--- src/rtl/permutation_iterator.sv ---
// Ascon permutation driver: owns the 320-bit state and applies one round per clock
// (two per clock when PERM_UNROLL2_EN is defined), with a start/done handshake.
module permutation_iterator #(
    parameter int ROUND_LAST     = 11,
    parameter int ROUNDS_B_START = 6
) (
    input  logic         clock_i,
    input  logic         reset_i,
    input  logic         start_i,
    input  logic         rounds_sel_i,
    input  logic [319:0] state_i,
    output logic [319:0] state_o,
    output logic [3:0]   round_o,
    output logic         busy_o,
    output logic         done_o
);

    typedef enum logic [1:0] {
        IDLE = 2'd0,
        RUN  = 2'd1,
        DONE = 2'd2
    } fsm_t;

`ifdef PERM_UNROLL2_EN
    localparam logic [3:0] ROUND_STEP = 4'd2;
`else
    localparam logic [3:0] ROUND_STEP = 4'd1;
`endif

    fsm_t           fsm_reg;
    logic [319:0]   state_reg;
    logic [3:0]     round_reg;
    logic           busy_reg;
    logic           done_reg;
    logic [319:0]   state_next;
    logic           last_round;

    function automatic logic [63:0] ror64(input logic [63:0] v, input int unsigned n);
        return (v >> n) | (v << (64 - n));
    endfunction

    // Constant addition, bitsliced 5-bit S-box and linear diffusion for round r.
    // Word x0 sits in the most significant 64 bits of the flat state.
    function automatic logic [319:0] ascon_round(input logic [319:0] s, input logic [3:0] r);
        logic [63:0] x0, x1, x2, x3, x4;
        logic [63:0] t0, t1, t2, t3, t4;
        x0 = s[319:256];
        x1 = s[255:192];
        x2 = s[191:128];
        x3 = s[127:64];
        x4 = s[63:0];
        x2[7:0] = x2[7:0] ^ {~r, r};
        x0 = x0 ^ x4;
        x4 = x4 ^ x3;
        x2 = x2 ^ x1;
        t0 = ~x0 & x1;
        t1 = ~x1 & x2;
        t2 = ~x2 & x3;
        t3 = ~x3 & x4;
        t4 = ~x4 & x0;
        x0 = x0 ^ t1;
        x1 = x1 ^ t2;
        x2 = x2 ^ t3;
        x3 = x3 ^ t4;
        x4 = x4 ^ t0;
        x1 = x1 ^ x0;
        x0 = x0 ^ x4;
        x3 = x3 ^ x2;
        x2 = ~x2;
        x0 = x0 ^ ror64(x0, 19) ^ ror64(x0, 28);
        x1 = x1 ^ ror64(x1, 61) ^ ror64(x1, 39);
        x2 = x2 ^ ror64(x2, 1)  ^ ror64(x2, 6);
        x3 = x3 ^ ror64(x3, 10) ^ ror64(x3, 17);
        x4 = x4 ^ ror64(x4, 7)  ^ ror64(x4, 41);
        return {x0, x1, x2, x3, x4};
    endfunction

`ifdef PERM_UNROLL2_EN
    assign state_next = ascon_round(ascon_round(state_reg, round_reg), round_reg + 4'd1);
    assign last_round = ((round_reg + 4'd1) == 4'(ROUND_LAST));
`else
    assign state_next = ascon_round(state_reg, round_reg);
    assign last_round = (round_reg == 4'(ROUND_LAST));
`endif

    always_ff @(posedge clock_i) begin
        if (reset_i) begin
            fsm_reg   <= IDLE;
            state_reg <= '0;
            round_reg <= '0;
            busy_reg  <= 1'b0;
            done_reg  <= 1'b0;
        end else begin
            case (fsm_reg)
                IDLE: begin
                    done_reg <= 1'b0;
                    if (start_i) begin
                        state_reg <= state_i;
                        round_reg <= rounds_sel_i ? 4'(ROUNDS_B_START) : 4'd0;
                        busy_reg  <= 1'b1;
                        fsm_reg   <= RUN;
                    end
                end
                RUN: begin
                    state_reg <= state_next;
                    // The final round index is kept so round_o shows where the run ended.
                    if (last_round) begin
                        done_reg <= 1'b1;
                        fsm_reg  <= DONE;
                    end else begin
                        round_reg <= round_reg + ROUND_STEP;
                    end
                end
                DONE: begin
                    done_reg <= 1'b0;
                    busy_reg <= 1'b0;
                    fsm_reg  <= IDLE;
                end
                default: begin
                    done_reg <= 1'b0;
                    busy_reg <= 1'b0;
                    fsm_reg  <= IDLE;
                end
            endcase
        end
    end

    assign state_o = state_reg;
    assign round_o = round_reg;
    assign busy_o  = busy_reg;
    assign done_o  = done_reg;

endmodule

--- config.mk ---
export PLATFORM = sky130hd
export DESIGN_NAME = permutation_iterator
export DESIGN_NICKNAME = d
export VERILOG_FILES = /design/src/rtl/permutation_iterator.sv
export SDC_FILE = /design/constraint.sdc
export NUM_CORES = 2
export LEC_CHECK = 0
export CAP_MARGIN = 20
export CORE_ASPECT_RATIO = 2
export CORE_MARGIN = 5
export CORE_UTILIZATION = 36
export DETAILED_ROUTE_END_ITERATION = 6
export DONT_BUFFER_PORTS = 1
export GPL_TIMING_DRIVEN = 0
export PLACE_DENSITY_LB_ADDON = 0.15
export SYNTH_ARGS = -nofsm -noshare
export SYNTH_HDL_FRONTEND = slang
export SYNTH_SLANG_ARGS = --single-unit
--- constraint.sdc ---
create_clock -name clock_i -period 3 [get_ports clock_i]
set_input_delay 0.6 -clock clock_i [delete_from_list [all_inputs] [get_ports clock_i]]
set_output_delay 0.6 -clock clock_i [all_outputs]
set_load 0.005 [all_outputs]
==> out/results.txt <==
Tcrit/Tclk final: 103%
Violated checks: setup timing
Synth-to-Final Area Change: 13.4%
Vias in the first global route: 27400
Most frequent cells in the layout: xnor2_1 (782), nand2_1 (432), dfxtp_1 (328)
Layout cells sized above 1: 10.9%
Final setup viols: 14
Asr flop ratio synth: 0%
Fin worst setup slack: -100 ps
Syn Inst Count: 3418
Drt pass-1 iters: 6
Synth unique cells: 41
CP endpoint kind: flip-flop
Row count: 146
Max_cap viols: 0
Slew Viols, Final: 0
Largest register FFs: 320
Non-Filler Instances: 4605
Number of DRC markers in iteration 0: 2934
Initial antenna violation count: 23
Most common cell after layout, fill and taps aside: xnor2_1
Clock buffer depth: 3
GRT Overall Usage: 43.1%
CTS tree: yes
Post-Syn Nets: 3871
Root Buffer: clkbuf_16
Number of synthesized flops with an enable pin: 0
Die Area: 85600 um2
Setup Skew: 26.6 ps
Slew headroom: 10.9%
Worst-Margin Slew: 1330 ps
WS Path Type: flip-flop to flip-flop
Placed insts: 4515
Drt wl/cell: 42.0 um
Startpoint Class: flip-flop
Met2 WL: 89200 um
Die Y: 409 um
Number of remaining DRC errors: 0
Die X: 209 um
YS warnings: 0
Vias: 27500
Vias per inst: 5.96
Sequential area share after synthesis: 22.9%
Initial core utilization: 36.2%
Min Tclk post-route: 3100 ps
Met3 wire length: 18300 um
Post-DP HPWL: 164000 um
Uppermost layer routed: met5
Sink Count: 328
Layout net count: 3976
Largest net degree at the start of global routing: 14
Fill count: 8291
Total core area: 79100 um2
Gpl congestion: 1.11
Top FF cell, synth: dfxtp_1
Worst-path clk slew: 80 ps
Crit path max fanout: 5
Final Hold Viols: 0
Met1 Routed Length: 62700 um
Worst-Skew Late Latency: 610 ps
RSZ-0062 raised after global routing: false
First-pass GRT wire length: 253000 um
Arr. time, crit path: 3540 ps
H-tree lvl count: 2
Avg Synthesized Cell Area: 8.37 um2
Status: complete, but fails checks
Buffers added on ports: 0
Post-route ant nets: 0
Drt total wl: 193000 um
CP required: 3440 ps
TritonCTS Buffers: 39
Max Clk Rate: 323 MHz
Ports: 650
Post-Synthesis Cell Area: 28600 um2
Yosys reg bits: 328
GRT overflow: 0
Hold/Removal Path Class: primary input to flip-flop
[cells in the mapped netlist, drive strengths merged, types with 42 or more instances]
cell type / n / share of area [%]
ha: 129 / 5.6
buf: 42 / 0.68
nand2: 432 / 5.7
a311oi: 86 / 2.6
xor2: 221 / 6.8
maj3: 58 / 2.0
a31o: 65 / 2.0
xnor2: 901 / 29
a21oi: 84 / 1.5
inv: 194 / 2.5
a211oi: 298 / 7.8
dfxtp: 328 / 23
clkbuf: 137 / 1.8
nor2: 268 / 3.5
mux2i: 83 / 2.9
[layer usage]
metal	up-vias	global-route usage [%]
li1	11700	-
met1	13500	43.3
met2	1675	71.0
met3	566	13.8
met4	6	38.4
met5	-	0
[area by class of cell]
type | instances | area (um2) | share of cell area (%)
Antenna cell | 16 | 40.0 | 0.123
Buffer | 179 | 714 | 2.20
Clock buffer | 58 | 1200 | 3.70
Clock inverter | 13 | 118 | 0.362
Inverter | 194 | 728 | 2.24
Multi-Input combinational cell | 2717 | 21200 | 65.4
Sequential cell | 328 | 6570 | 20.2
Tap cell | 1036 | 1300 | 3.99
Timing Repair Buffer | 64 | 559 | 1.72
[worst paths after layout]
kind | depth (start not counted) | slack, ps | from | to
worst min-delay path | 2 | 150 | state_i[245] | state_o[245]
worst max register to register | 6 | -100 | state_o[36] | state_o[273]
worst min register to register | 2 | 540 | state_o[187] | state_o[187]
worst max-delay path | 6 | -100 | state_o[36] | state_o[273]
[what timing repair did]
item,CTS,global route
hold buffers,0,0
setup endpoints to repair,56,28
gates resized for setup,53,21
setup buffers,0,0
[stage by stage]
step | area [um2] | hold slack, ps | setup TNS [ps] | setup slack, ps | util (%)
CTS | 32200 | 142 | 0 | 0.448 | 40.8
global placement | 29900 | 534 | -85050 | -793 | 37.8
finish | 32500 | 151 | -682 | -100 | 41.0
floorplan | 28600 | 484 | 0 | 885 | -
global route | 32400 | 156 | 0 | 4.65 | 41.0
detailed placement | 30500 | 541 | -9730 | -678 | 38.6
[kinds of logic after synthesis]
| family | share of synthesized area, % |
|---|---|
| multiplexers | 2.90 |
| AO/OA/AOI/OAI | 15.3 |
| XOR/XNOR | 36.0 |
| AND/OR/NAND/NOR | 10.2 |
| adder cells (fa/ha/maj) | 7.67 |
| buffers and inverters | 5.02 |
| flip-flops | 22.9 |
[critical path: stages (launching register included)]
cell	delay, ps
dfxtp_1	840
ha_1	390
xnor2_1	150
xnor2_1	710
xnor2_1	360
xnor2_1	360
a21oi_1	110
Power is left out: the tool's default activity adds up to more than one toggle a clock period on the data nets, which glitch-free logic cannot reach.
